[config.mk]
export PLATFORM = sky130hd
export DESIGN_NAME = phy_tx_framer_flat
export DESIGN_NICKNAME = d
export VERILOG_FILES = /design/src/rtl/phy_pkg.sv /design/src/rtl/phy_tx_framer_if.sv /design/src/rtl/phy_tx_framer.sv /design/src/flat_wrapper.sv
export SDC_FILE = /design/constraint.sdc
export NUM_CORES = 1
export LEC_CHECK = 0
export CORE_ASPECT_RATIO = 0.6
export CORE_UTILIZATION = 50
export DETAILED_ROUTE_END_ITERATION = 6
export HOLD_SLACK_MARGIN = 0.08
export PLACE_DENSITY = 0.93
export SLEW_MARGIN = 20
export SYNTH_ARGS = -nofsm -noshare
export SYNTH_HDL_FRONTEND = slang
export SYNTH_SLANG_ARGS = --single-unit
[constraint.sdc]
create_clock -name i_clk -period 4.3 [get_ports i_clk]
set_clock_uncertainty 0.15 [all_clocks]
set_input_delay 0.86 -clock i_clk [delete_from_list [all_inputs] [get_ports i_clk]]
set_output_delay 0.86 -clock i_clk [all_outputs]
set_load 0.005 [all_outputs]
[src/rtl/phy_pkg.sv]
`default_nettype none
// ============================================================================
// Module   : phy_pkg
// Brief    : Framing characters, idle word and state type shared by the PHY
//            transmit framer and the PHY receiver.
// Revision : 1.0 - initial release
// ============================================================================
package phy_pkg;

    localparam logic [7:0]  K28_5     = 8'hBC;
    localparam logic [7:0]  D16_2     = 8'h50;
    localparam logic [7:0]  SOF_K     = 8'hFB;
    localparam logic [7:0]  EOF_K     = 8'hFD;
    localparam logic [7:0]  PAD       = 8'h00;
    localparam logic [31:0] IDLE_WORD = 32'hBC50BC50;
    localparam logic [3:0]  IDLE_CHAR = 4'b1010;

    typedef enum logic [1:0] {
        ST_IDLE = 2'd0,
        ST_DATA = 2'd1,
        ST_TAIL = 2'd2
    } phy_state_t;

    // Valid byte count of a last beat: leading ones of keep, never below one.
    function automatic logic [2:0] lead_ones(input logic [3:0] keep);
        logic [2:0] n;
        if (keep == 4'b1111)           n = 3'd4;
        else if (keep[3:1] == 3'b111)  n = 3'd3;
        else if (keep[3:2] == 2'b11)   n = 3'd2;
        else                           n = 3'd1;
        return n;
    endfunction

endpackage
`default_nettype wire

[src/rtl/phy_tx_framer_if.sv]
`default_nettype none
// ============================================================================
// Module   : phy_tx_framer_if
// Brief    : 32-bit AXI-Stream payload bus feeding the PHY transmit framer.
// Revision : 1.0 - initial release
// ============================================================================
interface phy_tx_framer_if;

    logic [31:0] tdata;
    logic [3:0]  tkeep;
    logic        tvalid;
    logic        tlast;
    logic        tready;

    modport master (output tdata, output tkeep, output tvalid, output tlast, input tready);
    modport slave  (input tdata, input tkeep, input tvalid, input tlast, output tready);

endinterface
`default_nettype wire

[src/rtl/phy_tx_framer.sv]
`default_nettype none
// ============================================================================
// Module   : phy_tx_framer
// Brief    : Packs AXI-Stream frames into 4-byte GT TX words framed by
//            FB ... FD with a minimum run of comma idle words between frames.
// Revision : 1.0 - initial release
// ============================================================================
module phy_tx_framer
    import phy_pkg::*;
#(
    parameter int P_IDLE_GAP = 2
) (
    input  wire logic        i_clk,
    input  wire logic        i_rst,
    phy_tx_framer_if.slave   axis,
    output logic [31:0]      o_gt_tx_data,
    output logic [3:0]       o_gt_tx_char
);

    localparam int C_GAP_W = $clog2(P_IDLE_GAP + 1);
    localparam logic [C_GAP_W-1:0] C_GAP_MAX = C_GAP_W'(P_IDLE_GAP);

    phy_state_t         state_q, state_d;
    logic [C_GAP_W-1:0] gap_q, gap_d, w_gap_inc;
    logic [7:0]         carry_q, carry_d;
    logic               carry_k_q, carry_k_d;
    logic [31:0]        tail_q, tail_d;
    logic [3:0]         tail_k_q, tail_k_d;
    logic               ready_q, ready_d;
    logic [31:0]        word_q, word_d;
    logic [3:0]         char_q, char_d;
    logic               w_accept;
    logic [2:0]         w_cnt;

    assign w_accept  = axis.tvalid & ready_q;
    assign w_cnt     = lead_ones(axis.tkeep);
    assign w_gap_inc = (gap_q == C_GAP_MAX) ? gap_q : gap_q + 1'b1;

    always_comb begin
        state_d   = state_q;
        gap_d     = gap_q;
        carry_d   = carry_q;
        carry_k_d = carry_k_q;
        tail_d    = tail_q;
        tail_k_d  = tail_k_q;
        ready_d   = ready_q;
        word_d    = IDLE_WORD;
        char_d    = IDLE_CHAR;
        case (state_q)
            ST_IDLE: begin
                gap_d = w_gap_inc;
                // The idle word emitted this cycle counts toward the gap.
                if (axis.tvalid && (w_gap_inc == C_GAP_MAX)) begin
                    state_d = ST_DATA;
                    ready_d = 1'b1;
                end
            end
            ST_DATA: begin
                if (!w_accept) begin
                    word_d = '0;
                    char_d = '0;
                end else if (!axis.tlast) begin
                    word_d    = {carry_q, axis.tdata[31:8]};
                    char_d    = {carry_k_q, 3'b000};
                    carry_d   = axis.tdata[7:0];
                    carry_k_d = 1'b0;
                end else begin
                    ready_d   = 1'b0;
                    carry_d   = SOF_K;
                    carry_k_d = 1'b1;
                    gap_d     = '0;
                    state_d   = ST_IDLE;
                    case (w_cnt)
                        3'd1: begin
                            word_d = {carry_q, axis.tdata[31:24], EOF_K, PAD};
                            char_d = {carry_k_q, 3'b010};
                        end
                        3'd2: begin
                            word_d = {carry_q, axis.tdata[31:16], EOF_K};
                            char_d = {carry_k_q, 3'b001};
                        end
                        3'd3: begin
                            word_d   = {carry_q, axis.tdata[31:8]};
                            char_d   = {carry_k_q, 3'b000};
                            tail_d   = {EOF_K, PAD, PAD, PAD};
                            tail_k_d = 4'b1000;
                            state_d  = ST_TAIL;
                        end
                        default: begin
                            word_d   = {carry_q, axis.tdata[31:8]};
                            char_d   = {carry_k_q, 3'b000};
                            tail_d   = {axis.tdata[7:0], EOF_K, PAD, PAD};
                            tail_k_d = 4'b0100;
                            state_d  = ST_TAIL;
                        end
                    endcase
                end
            end
            ST_TAIL: begin
                word_d  = tail_q;
                char_d  = tail_k_q;
                gap_d   = '0;
                state_d = ST_IDLE;
            end
            default: begin
                state_d = ST_IDLE;
            end
        endcase
    end

    always_ff @(posedge i_clk or posedge i_rst) begin
        if (i_rst) begin
            state_q   <= ST_IDLE;
            gap_q     <= '0;
            carry_q   <= SOF_K;
            carry_k_q <= 1'b1;
            tail_q    <= '0;
            tail_k_q  <= '0;
            ready_q   <= 1'b0;
            word_q    <= IDLE_WORD;
            char_q    <= IDLE_CHAR;
        end else begin
            state_q   <= state_d;
            gap_q     <= gap_d;
            carry_q   <= carry_d;
            carry_k_q <= carry_k_d;
            tail_q    <= tail_d;
            tail_k_q  <= tail_k_d;
            ready_q   <= ready_d;
            word_q    <= word_d;
            char_q    <= char_d;
        end
    end

    // GT lane order: the first byte on the wire sits in byte 0.
    assign axis.tready  = ready_q;
    assign o_gt_tx_data = {word_q[7:0], word_q[15:8], word_q[23:16], word_q[31:24]};
    assign o_gt_tx_char = {char_q[0], char_q[1], char_q[2], char_q[3]};

endmodule
`default_nettype wire

[src/flat_wrapper.sv]
// flat-port wrapper written by rule: the top's interface ports become plain ports
module phy_tx_framer_flat import phy_pkg::*;
#(
    parameter int P_IDLE_GAP = 2
)
  (i_clk, i_rst, o_gt_tx_data, o_gt_tx_char, axis_tdata, axis_tkeep, axis_tvalid, axis_tlast, axis_tready);
  phy_tx_framer_if axis_i ();
  input  wire logic i_clk;
  input  wire logic i_rst;
  output logic [31:0] o_gt_tx_data;
  output logic [3:0] o_gt_tx_char;
  input wire logic [$bits(axis_i.tdata)-1:0] axis_tdata;
  input wire logic [$bits(axis_i.tkeep)-1:0] axis_tkeep;
  input wire logic [$bits(axis_i.tvalid)-1:0] axis_tvalid;
  input wire logic [$bits(axis_i.tlast)-1:0] axis_tlast;
  output wire logic [$bits(axis_i.tready)-1:0] axis_tready;
  assign axis_i.tdata = axis_tdata;
  assign axis_i.tkeep = axis_tkeep;
  assign axis_i.tvalid = axis_tvalid;
  assign axis_i.tlast = axis_tlast;
  assign axis_tready = axis_i.tready;
  phy_tx_framer #(.P_IDLE_GAP(P_IDLE_GAP)) u_core (.i_clk(i_clk), .i_rst(i_rst), .axis(axis_i), .o_gt_tx_data(o_gt_tx_data), .o_gt_tx_char(o_gt_tx_char));
endmodule
==> summary.md, run 1 <==
| Metric | Value |
|---|---|
| Outcome | finished, final reports clean |
| Total die area | 5290 sq um |
| Synthesized flop and latch total | 60 |
| Via-per-instance ratio | 5.11 |
| Vias in the first global route | 1876 |
| YS warnings | 0 |
| Total grt overflow | 0 |
| Die Span Y | 56.7 microns |
| Sink Count | 60 |
| Syn Area/Cell | 11.3 sq um |
| Clk buf depth | 2 |
| Final instance area | 3460 sq um |
| Critical-path cell list | clkdlybuf4s50_1 -> and3_1 -> o21ai_0 -> nand2_1 |
| Critical path launch point | axis_tvalid |
| Chip width | 93.2 microns |
| Avg WL per Cell | 15.2 microns |
| Number of max-cap violations | 0 |
| Largest net degree at the start of global routing | 55 |
| # fillers | 306 |
| Sequential area share after synthesis | 61.4% |
| CP endpoint kind | register |
| Clock Pin Slew Worst Setup and Hold Paths | 70 ps |
| Data arrival, critical path | 2710 ps |
| Startpoint Class | primary input |
| Post-CTS sizing | 0 |
| Max Clock Freq | 0.387 GHz |
| Synth top area share | 36.1% |
| PD cells | 572 nW/um^2 |
| Crit Path Class | in2reg |
| FF-to-FF End | u_core.carry_q[4] |
| # nets final | 343 |
| Number of port buffers | 76 |
| Synth area leaders | dfrtp_1 (36%), dfstp_2 (25%), nand2_1 (5.6%), mux2_2 (3.6%), nand2b_1 (2.8%) |
| Worst Max-Slew Pin Slew | 925 ps |
| Initial Util | 53.3% |
| Pre-CTS setup slack | 1420 ps |
| Antenna Cells | 0 |
| Reg-to-reg slack, setup | 1830 ps |
| Mapped Cells | 220 |
| Core area | 4680 sq um |
| Critical-path top delay cell | and3_1 |
| Maximum VDD drop | 0.000321 V |
| Final worst slack | 1720 ps |
| RSZ-0062 raised after global routing | no |
| Pleak | 0.00157 uW |
| Setup repair bufs after CTS | 0 |
| TNS Setup | 0 ps |
| Cell Area, Synth | 2500 sq um |
| First-pass GRT wire length | 9060 microns |
| Max-slew headroom | 38.3% |
| Io pins | 77 |
| Syn-to-layout area delta | 38.8% |
| Final hold vios | 0 |
| CP max stage delay | 830 ps |
| Initial detailed-routing violation count | 105 |
| GRT Util Overall | 23.8% |
| Final Instance Count excl. Fillers | 366 |
| CTS tree | built |
| R2R cell count | 5 |
| H-tree lvl count | 3 |
| Share of cells above drive strength 1 | 17.8% |
| # rows | 19 |
| ANT nets after route | 0 |
| GPL Wtd Cong | 0.754 |
| Critical path depth | 4 |
| Drt pass-1 iters | 4 |
| Crit path time final | 2580 ps |
| CP top delay family | simple AND/OR/NAND/NOR gates |
| CTS root buf | clkbuf_8 |
| Clock Latency Late Sink | 340 ps |
| Final wirelength | 5550 microns |
| Cts hold-fix bufs | 0 |
| Final Max Slew Viols | 0 |
| HPWL Detailed | 3830 microns |
| Maximum net fanout on the critical path | 28 |
| Crit path buf inv count | 1 |
| Post-synth top area cell | dfrtp_1 |
| Unique masters post-synth | 33 |
| Remaining DRCs | 0 |
| Crit share post-route | 60.1% |
| Setup violators final | 0 |
| Post-DP Area | 3290 sq um |
| Critical path destination | u_core.carry_q[4] |
| Hold Path Class | reg2reg |
| Worst path required time | 4430 ps |
| Final core utilization | 74.0% |
| Syn Nets | 265 |
| Reg2Reg Launch Point | u_core.state_q[1] |
| Dpl cells | 350 |
| Vias | 1870 |
| Initial antenna violation count | 0 |
| CTS Buf Count | 9 |
worst register-to-register path, cell delays in order, from the launching register on:
cell     delay [ps]
dfrtp_1         400
inv_1           120
ha_1            490
and3_1          860
o21ai_0         240
nand2_1         160
logic make-up after synthesis:
| group | count (synthesis) | share of synthesized area [%] |
|---|---|---|
| compound gates | 40 | 10.5 |
| fa+ha+maj | 5 | 2.51 |
| buf+inv | 23 | 4.21 |
| mux | 11 | 4.81 |
| simple gates | 81 | 16.6 |
| flops | 60 | 61.4 |
layer usage:
metal	global-route usage, %	part of all wire (%)	routed length (microns)	up-vias
met5	0	0	0	-
met2	38.2	47	2620	66
met1	29.5	45	2470	903
met4	6.59	1.6	90	0
li1	-	-	-	889
met3	10.4	6.5	358	12
per-stage QoR:
stage	total power (uW)	hold slack (ps)
after floorplan	1250	285
after global placement	1510	290
after detailed placement	1540	299
after CTS	1990	308
after global routing	2110	324
final	1980	309
placed cells by master (no fill, tap or decap), types with 2 or more instances in the layout:
master	n
a22oi_1	4
and3_1	2
clkbuf_8	9
nor2_1	6
inv_1	12
o22ai_1	3
o21a_1	5
clkinv_2	3
mux2i_1	3
and2_1	2
nand3_1	13
clkinv_4	3
mux2_2	8
nand2b_1	11
a21o_1	6
o21ai_0	13
nand2_1	37
dfrtp_1	36
clkdlybuf4s50_1	76
ha_1	5
nor2b_1	4
dfstp_2	24
a21oi_1	4
report_power, final:
| part | leakage [uW] | switching [uW] | internal, uW |
|---|---|---|---|
| sequential | 0.000732 | 85.1 | 818 |
| clock | 0.0000896 | 234 | 211 |
| combinational | 0.000746 | 296 | 339 |
| total | 0.00157 | 615 | 1370 |
flip-flops by register name, summed over array words and instances, names as in the netlist:
register	flops
u_core.carry_k_q	1
u_core.char_q	4
u_core.tail_q	9
u_core.carry_q	8
u_core.tail_k_q	1
u_core.gap_q	2
u_core.state_q	2
u_core.word_q	32
u_core.axis.tready	1
area by class of cell:
class | instances | area, sq um | area share, %
Multi-Input combinational cell | 137 | 860 | 24.8
Clock buffer | 9 | 124 | 3.58
Inverter | 13 | 50.0 | 1.44
Tap cell | 63 | 78.8 | 2.28
Sequential cell | 60 | 1530 | 44.2
Timing Repair Buffer | 77 | 768 | 22.2
Clock inverter | 7 | 52.6 | 1.52
worst min path at each step:
| stage | start | to | slack [ps] | cells past startpoint |
|---|---|---|---|---|
| 2_1_floorplan | u_core.carry_q[6] | u_core.carry_q[6] | 280 | 2 |
| 3_3_place_gp | u_core.carry_q[5] | u_core.carry_q[5] | 290 | 2 |
| 3_5_place_dp | u_core.carry_q[0] | u_core.carry_q[0] | 300 | 2 |
| 4_1_cts | u_core.carry_q[0] | u_core.carry_q[0] | 310 | 2 |
| 5_1_grt | u_core.carry_q[0] | u_core.carry_q[0] | 320 | 2 |
| 6_report | u_core.carry_q[6] | u_core.carry_q[6] | 310 | 2 |
Yosys cell counts (all sizes together):
cell,instances
a22o,1
and3,2
o21a,5
inv,13
nor2,8
nor2b,4
a22oi,4
o21ai,13
ha,5
nand2b,11
a21o,6
o22ai,4
nand2,37
and4,1
and2,2
mux2i,3
nand3,13
a21oi,4
nand3b,1
buf,7
mux2,8
dfstp,24
o2bb2ai,1
dfrtp,36
clkbuf,3
o31ai,1
nand4,2
a21boi,1
Note: power is estimated with default switching activity, not from simulation.
==> inputs of run 2 (changes only) <==
- CORE_UTILIZATION: 50 -> 46
- PLACE_DENSITY: 0.93 -> 0.87
- clock period: 4.3 -> 2.5 ns (I/O delays scaled with it)
==> summary.md, run 2 (synthesized netlist as in run 1, its figures left out) <==
| Metric | Value |
|---|---|
| Final Max Slew Viols | 0 (unchanged) |
| CTS tree | built |
| Maximum net fanout on the critical path | 9 (-68%) |
| Largest net degree at the start of global routing | 61 (+11%) |
| Initial detailed-routing violation count | 60 (-43%) |
| Top Registers | u_core.word_q (32), u_core.tail_q (9), u_core.carry_q (8) |
| Clk buf depth | 2 (unchanged) |
| CTS Buf Count | 9 (unchanged) |
| Final wirelength | 5500 microns (-0.78%) |
| Core area | 5130 sq um (+9.5%) |
| Crit path time final | 2080 ps |
| CP top delay family | buffers and inverters |
| Critical path launch point | u_core.axis.tready |
| Final worst slack | 424 ps (-1290 ps) |
| ANT nets after route | 0 (unchanged) |
| Worst Max-Slew Pin Slew | 585 ps (-340 ps) |
| GRT Util Overall | 21.1% (-2.7 points) |
| Largest register FFs | 32 (unchanged) |
| # nets final | 349 (+1.7%) |
| Post-CTS sizing | 0 (unchanged) |
| Syn-to-layout area delta | 41.1% |
| CTS root buf | clkbuf_8 |
| Pleak | 0.00160 uW (+2.3%) |
| Clock Latency Late Sink | 340 ps (about the same) |
| Final hold vios | 0 (unchanged) |
| Outcome | finished, final reports clean |
| H-tree lvl count | 3 (unchanged) |
| Vias in the first global route | 1802 (-3.9%) |
| Sw Ratio | 29.1% (-1.9 points) |
| Total die area | 5730 sq um (+8.4%) |
| Setup repair bufs after CTS | 0 (unchanged) |
| Die Span Y | 59.1 microns (+4.1%) |
| Critical-path cell list | clkdlybuf4s50_1 |
| Pre-CTS setup slack | 275 ps (-1140 ps) |
| CP max stage delay | 580 ps (-250 ps) |
| Commonest non-fill, non-tap cell in the layout | clkdlybuf4s50_1 |
| Clock Pin Slew Worst Setup and Hold Paths | 60 ps (about the same) |
| Drt pass-1 iters | 4 (unchanged) |
| Avg WL per Cell | 14.7 microns (-3.2%) |
| NetSw | 1000 uW (+63%) |
| Initial antenna violation count | 0 (unchanged) |
| PD cells | 976 nW/um^2 (+70%) |
| Comb pwr share | 32.9% (+0.9 points) |
| Total grt overflow | 0 (unchanged) |
| Reg with most FFs | u_core.word_q |
| GPL Wtd Cong | 0.849 (+13%) |
| Startpoint Class | register |
| Setup violators final | 0 (unchanged) |
| Hold Startpoint | u_core.carry_q[6] |
| Reg2Reg Launch Point | u_core.state_q[1] |
| Maximum VDD drop | 0.000471 V (+47%) |
| Number of port buffers | 76 (unchanged) |
| RSZ-0062 raised after global routing | no |
| Number of max-cap violations | 0 (unchanged) |
| Internal power | 2430 uW (+78%) |
| # rows | 20 (+1) |
| Sink Count | 60 (unchanged) |
| Commonest cells after routing, fill and taps aside | clkdlybuf4s50_1 (76), nand2_1 (37), dfrtp_1 (36), dfstp_2 (24) |
| Antenna Cells | 0 (unchanged) |
| Worst path required time | 1850 ps (-2580 ps) |
| Hold slack | 303 ps (-6.51 ps) |
| Initial Util | 48.7% (-4.6 points) |
| Clk pwr share | 22.0% (-0.5 points) |
| HPWL Detailed | 3930 microns (+2.6%) |
| Data arrival, critical path | 1430 ps (-1280 ps) |
| Hold Path Class | reg2reg |
| Max-slew headroom | 61.0% (+23 points) |
| First-pass GRT wire length | 9010 microns (-0.53%) |
| Via-per-instance ratio | 5.07 (-0.73%) |
| Io pins | 77 (unchanged) |
| Chip width | 97.1 microns (+4.2%) |
| Share of cells above drive strength 1 | 18.4% (+0.62 points) |
| TNS Setup | 0 ps (unchanged) |
| Max Clock Freq | 0.482 GHz |
| Remaining DRCs | 0 (unchanged) |
| Flop pwr share | 45.0% (-0.5 points) |
| Cts hold-fix bufs | 0 (unchanged) |
| Critical-path top delay cell | clkdlybuf4s50_1 |
| CP endpoint kind | output pin |
| Crit share post-route | 83.1% |
| Crit path buf inv count | 1 (unchanged) |
| Vias | 1902 (+1.7%) |
| Crit Path Class | reg2out |
[run 2: worst paths after layout]
kind                                     end  slack, ps  depth (start not counted)
setup / recovery                 axis_tready        420                          1
max in group asynchronous  u_core.carry_q[5]       1510                          3
setup reg to reg            u_core.word_q[6]        680                          7
hold / removal             u_core.carry_q[6]        300                          2
min in group asynchronous   u_core.word_q[9]        390                          3
hold reg to reg            u_core.carry_q[6]        300                          2
[run 2: cell type report]
cell class                      instances  area [sq um]
Fill cell                             381          1610
Sequential cell                        60          1530
Clock inverter                          2          10.0
Inverter                               13          48.8
Timing Repair Buffer                   83           826
Clock buffer                           14           163
Multi-Input combinational cell        137           860
Tap cell                               66          82.6
[run 2: layer usage]
layer / vias to the layer above / wire, microns / GRT usage [%]
met2: 67 / 2530 / 32.4
met4: 0 / 52 / 6.61
met3: 9 / 424 / 8.61
li1: 900 / - / -
met5: - / 0 / 0
met1: 926 / 2490 / 27.8
[run 2: worst reg2reg max path, stage by stage (launching register included)]
cell      delay [ps]
dfrtp_1          410
inv_1            110
ha_1             220
buf_4            210
and3_1           190
buf_4            220
nand2b_1         100
o22ai_1          140
[run 2: power groups by stage]
stage                     sequential [uW]  combinational [uW]  clock [uW]
after global placement               1550                1090           0
final                                1550                1130         757
after detailed placement             1560                1130           0
after floorplan                      1540                 608           0
after CTS                            1550                1130         776
after global routing                 1580                1240         823
[run 2: metrics by stage]
step                      cells  power [uW]  utilization (%)  instance area, sq um
after global routing        375        3650             68.6                  3520
final                       375        3440             68.6                  3520
after CTS                   375        3460             68.6                  3520
after global placement      359        2650             65.3                  3350
after floorplan             220        2150                -                  2500
after detailed placement    359        2700             65.3                  3350
==> patch 1: new RTL, flow settings as in run 2 <==
`P_IDLE_GAP` is set to 2 in 2 places; all go to 8.
--- a/src/rtl/phy_tx_framer.sv
+++ b/src/rtl/phy_tx_framer.sv
@@ -10,3 +10,3 @@
 #(
-    parameter int P_IDLE_GAP = 2
+    parameter int P_IDLE_GAP = 8
 ) (
--- a/src/flat_wrapper.sv
+++ b/src/flat_wrapper.sv
@@ -3,3 +3,3 @@
 #(
-    parameter int P_IDLE_GAP = 2
+    parameter int P_IDLE_GAP = 8
 )
Formal check against the unedited RTL: not equivalent (a bounded check fails within 4 cycles, from zero or initial values and one cycle with i_rst high).
==> patch 1 against run 2 <==
- design area grew 4.5%
- worst hold slack gained 0.0010 ns
- setup slack gained 0.056 ns
- synthesized area grew 5.9%
- routed wire length grew 12%
- synthesized cell count grew 16%
- sequential cell count grew 2
- total power shrank 5.7%
- critical endpoint is now u_core.state_q[1]$_DFFE_PP0P_
- highest routed layer unchanged
==> patch 1: results (changes against run 2) <==
status: "finished clean"
hpwl_mm: 4.33  # +10%
critical_path_arrival_ns: 2.07  # +0.64 ns
ys.flop_type: "dfrtp_1"
hp-class: "reg -> reg"
root_buffer: "clkbuf_8"
synth-xor-area-share: 0  # unchanged
hold_slack_ns: 0.304  # +0.00102 ns
crit_fanout: 8  # -1
synth_mux_area_frac: 0.00805  # -0.0401
synth_area_leaders: "dfrtp_1 36%, dfstp_2 24%, nand2_1 7.4%"
grt_max_degree: 63  # +3.3%
use_met1: 0.295  # +0.0164
clock_path_buffers: 2  # unchanged
nets: 383  # +9.7%
drtIter0Drc: 132  # +120%
critical-path-max-stage-delay_ns: 0.50  # -0.08 ns
ys_types: 39  # +18%
p_leak_uw: 0.00166  # +3.4%
groute.usage.overall: 0.230  # +0.0188
first_pass_iters: 4  # unchanged
synth_fa_ha_area_frac: 0.0284  # +0.00335
worstHoldEndpoint: "u_core.carry_q[5]$_DFFE_PP1P_"
syn_inst: 255  # +16%
synth_compound_area_frac: 0.141  # +0.0363
grt_use_met3: 0.0956  # +0.00954
drtAntennaViolNets: 0  # unchanged
grt_pass1_wl_mm: 10.1  # +13%
rrSetupSlack_ns: 0.48  # -0.20 ns
ir_drop_mv: 0.556  # +18%
tightest_slew_ns: 0.530  # -0.0547 ns
path_delay_family: "compound AO/OA/AOI/OAI gates"
async_flop_share: 1.00  # unchanged
num_antenna_cells: 0  # unchanged
synth_common_cells: "52 x nand2_1, 38 x dfrtp_1, 24 x dfstp_2"
via_per_inst: 5.13  # +1.2%
drive_gt1_frac: 0.161  # -0.0236
cts_inserted_buffers: 9  # unchanged
worstHoldStart: "u_core.carry_q[5]$_DFFE_PP1P_"
post_cts_resized: 0  # unchanged
syn_nets: 301  # +14%
gp_congestion: 0.797  # -6.1%
use_met2: 0.369  # +0.0455
clk_pin_slew_ns: 0.07
ys_seq_area_frac: 0.598  # -0.0150
critPathSlowestCell: "a2111oi_4"
wl_per_cell_um: 14.8  # +0.59%
fillers: 404  # +6.0%
critPathCapture: "u_core.state_q[1]$_DFFE_PP0P_"
ff2ff_path_depth: 5  # -2
fmaxAchievable_mhz: 495  # +2.8%
dp_cells: 403  # +12%
h-tree-depth: 3  # unchanged
vias: 2150  # +13%
startpoint: "u_core.gap_q[0]$_DFFE_PP0P_"
preCtsSetupSlack_ns: 0.265  # -0.00925 ns
grt_pass1_vias: 2117  # +17%
## patch 1: routing by layer
| layer | vias up | part of all wire |
|---|---|---|
| met2 | 87 | 0.46 |
| met3 | 7 | 0.083 |
| met1 | 1039 | 0.45 |
| met5 | - | 0 |
| met4 | 0 | 0.0092 |
| li1 | 1017 | - |
## patch 1: power by group
group | switching, uW | total (uW) | internal [uW]
Sequential | 157 | 1510 | 1350
Combinational | 493 | 979 | 485
Clock | 368 | 754 | 386
## patch 1: layout make-up
| cell class | instances | area share |
|---|---|---|
| Clock inverter | 3 | 0.00544 |
| Sequential cell | 62 | 0.430 |
| Clock buffer | 13 | 0.0405 |
| Inverter | 18 | 0.0184 |
| Tap cell | 77 | 0.0262 |
| Multi-Input combinational cell | 162 | 0.253 |
| Timing Repair Buffer | 84 | 0.226 |
## patch 1: metrics by stage
step            util  area, sq um
2_1_floorplan      -         2640
3_3_place_gp   0.665         3510
3_5_place_dp   0.665         3510
4_1_cts        0.697         3680
5_1_grt        0.697         3680
6_report       0.697         3680
==> patch 2: new RTL, flow settings as in run 2 <==
Made on the original files. The 3 states of `phy_state_t` get a one-hot encoding in 3 bits.
--- a/src/rtl/phy_pkg.sv
+++ b/src/rtl/phy_pkg.sv
@@ -17,6 +17,6 @@
 
-    typedef enum logic [1:0] {
-        ST_IDLE = 2'd0,
-        ST_DATA = 2'd1,
-        ST_TAIL = 2'd2
+    typedef enum logic [2:0] {
+        ST_IDLE = 3'b001,
+        ST_DATA = 3'b010,
+        ST_TAIL = 3'b100
     } phy_state_t;
Behaviour: no difference found for any inputs over 10 cycles, from zero or initial values and one cycle with i_rst high; not proved beyond that.
==> patch 2 against run 2 <==
- the run now ends with design-rule violations left
- setup slack better by 0.026 ns
- synthesized area up 1.8%
- sequential cell count up 1
- clock power up 12%
- total power down 19%
- count of clock-buffer cells in the layout down 3
- design area up 1.6%
- routed wire length up 3.0%
- critical endpoint is now u_core.tail_q[31]$_DFFE_PP0P_
- highest routed layer unchanged
==> patch 2: results (changes against run 2) <==
status: "complete, but fails checks"
violations: "design-rule violations"
worstHoldEndpoint: "u_core.carry_q[7]$_DFFE_PP1P_"
critPathCapture: "u_core.tail_q[31]$_DFFE_PP0P_"
bufAreaShareNonClock: 0.235  # +0.000424
ir_drop_mv: 0.436  # -7.5%
pg_seq_uw: 1330  # -14%
drive_gt1_frac: 0.220  # +0.0351
route.detailed.drc: 6  # +6
ys_seq_area_frac: 0.613  # about the same
comb_power_uw: 605  # -46%
worstHoldStart: "u_core.carry_q[7]$_DFFE_PP1P_"
crit_fanout: 11  # +2
regArea_sq_um: 1560  # +1.7%
dr_wl_met3_um: 584  # +38%
multi_input_gates: 128  # -6.6%
first_pass_iters: 6  # +2
critical_path_arrival_ns: 2.12  # +0.69 ns
slew_headroom: 0.624  # +0.0137
synth_area_leaders: "dfrtp_1 35%, dfstp_2 26%, o21ai_0 4.3%"
nNonClkBuffers: 85  # +2.4%
p_sw_frac: 0.268  # -0.0235
rrSetupSlack_ns: 0.64  # -0.04 ns
reg2reg_to: "u_core.word_q[20]$_DFF_PP1_"
n_sequential_cell: 61  # +1.7%
ff2ff_path_depth: 3  # -4
grt_pass1_wl_mm: 9.64  # +7.0%
use_met2: 0.347  # +0.0231
grt_use_met3: 0.0979  # +0.0118
wl_met1_mm: 2.48  # -0.48%
vias: 1887  # -0.79%
fillers: 389  # +2.1%
grt_max_degree: 62  # +1.6%
multi_input_area_share: 0.247  # +0.00272
dp_cells: 346  # -3.6%
nClkBuffers: 11  # -3
drtIter0Drc: 95  # +58%
syn_inst: 210  # -4.5%
synth_common_cells: "36 x dfrtp_1, 25 x dfstp_2, 22 x o21ai_0"
use_met1: 0.291  # +0.0123
p_leak_uw: 0.00156  # -2.6%
ys_types: 37  # +12%
syn_nets: 251  # -5.3%
startpoint: "axis_tvalid"
groute.usage.overall: 0.224  # +0.0135
[patch 2: changes by cell type in the layout (fill, tap and decap cells not counted), moves of 7 or more]
| cell | before | now |
|---|---|---|
| nand2_1 | 37 | 3 |
| nor2_1 | 6 | 21 |
| nand3_1 | 13 | 1 |
| o21ai_0 | 13 | 22 |
| a211o_1 | 0 | 8 |
| inv_1 | 12 | 5 |
[patch 2: through the flow]
step / hold WS [ns] / cell area, sq um / setup WS, ns / utilization
after floorplan: 0.304 / 2540 / 0.378 / -
after global placement: 0.331 / 3390 / 0.143 / 0.654
after detailed placement: 0.338 / 3390 / 0.105 / 0.654
after CTS: 0.351 / 3580 / 0.460 / 0.691
after global routing: 0.374 / 3580 / 0.378 / 0.691
final: 0.346 / 3580 / 0.450 / 0.691
[patch 2: kinds of logic after synthesis]
kind of cell    share of synthesized area
buf+inv                            0.0389
mux                                0.0478
fa+ha+maj                         0.00493
compound gates                      0.176
flops                               0.613
simple gates                        0.119
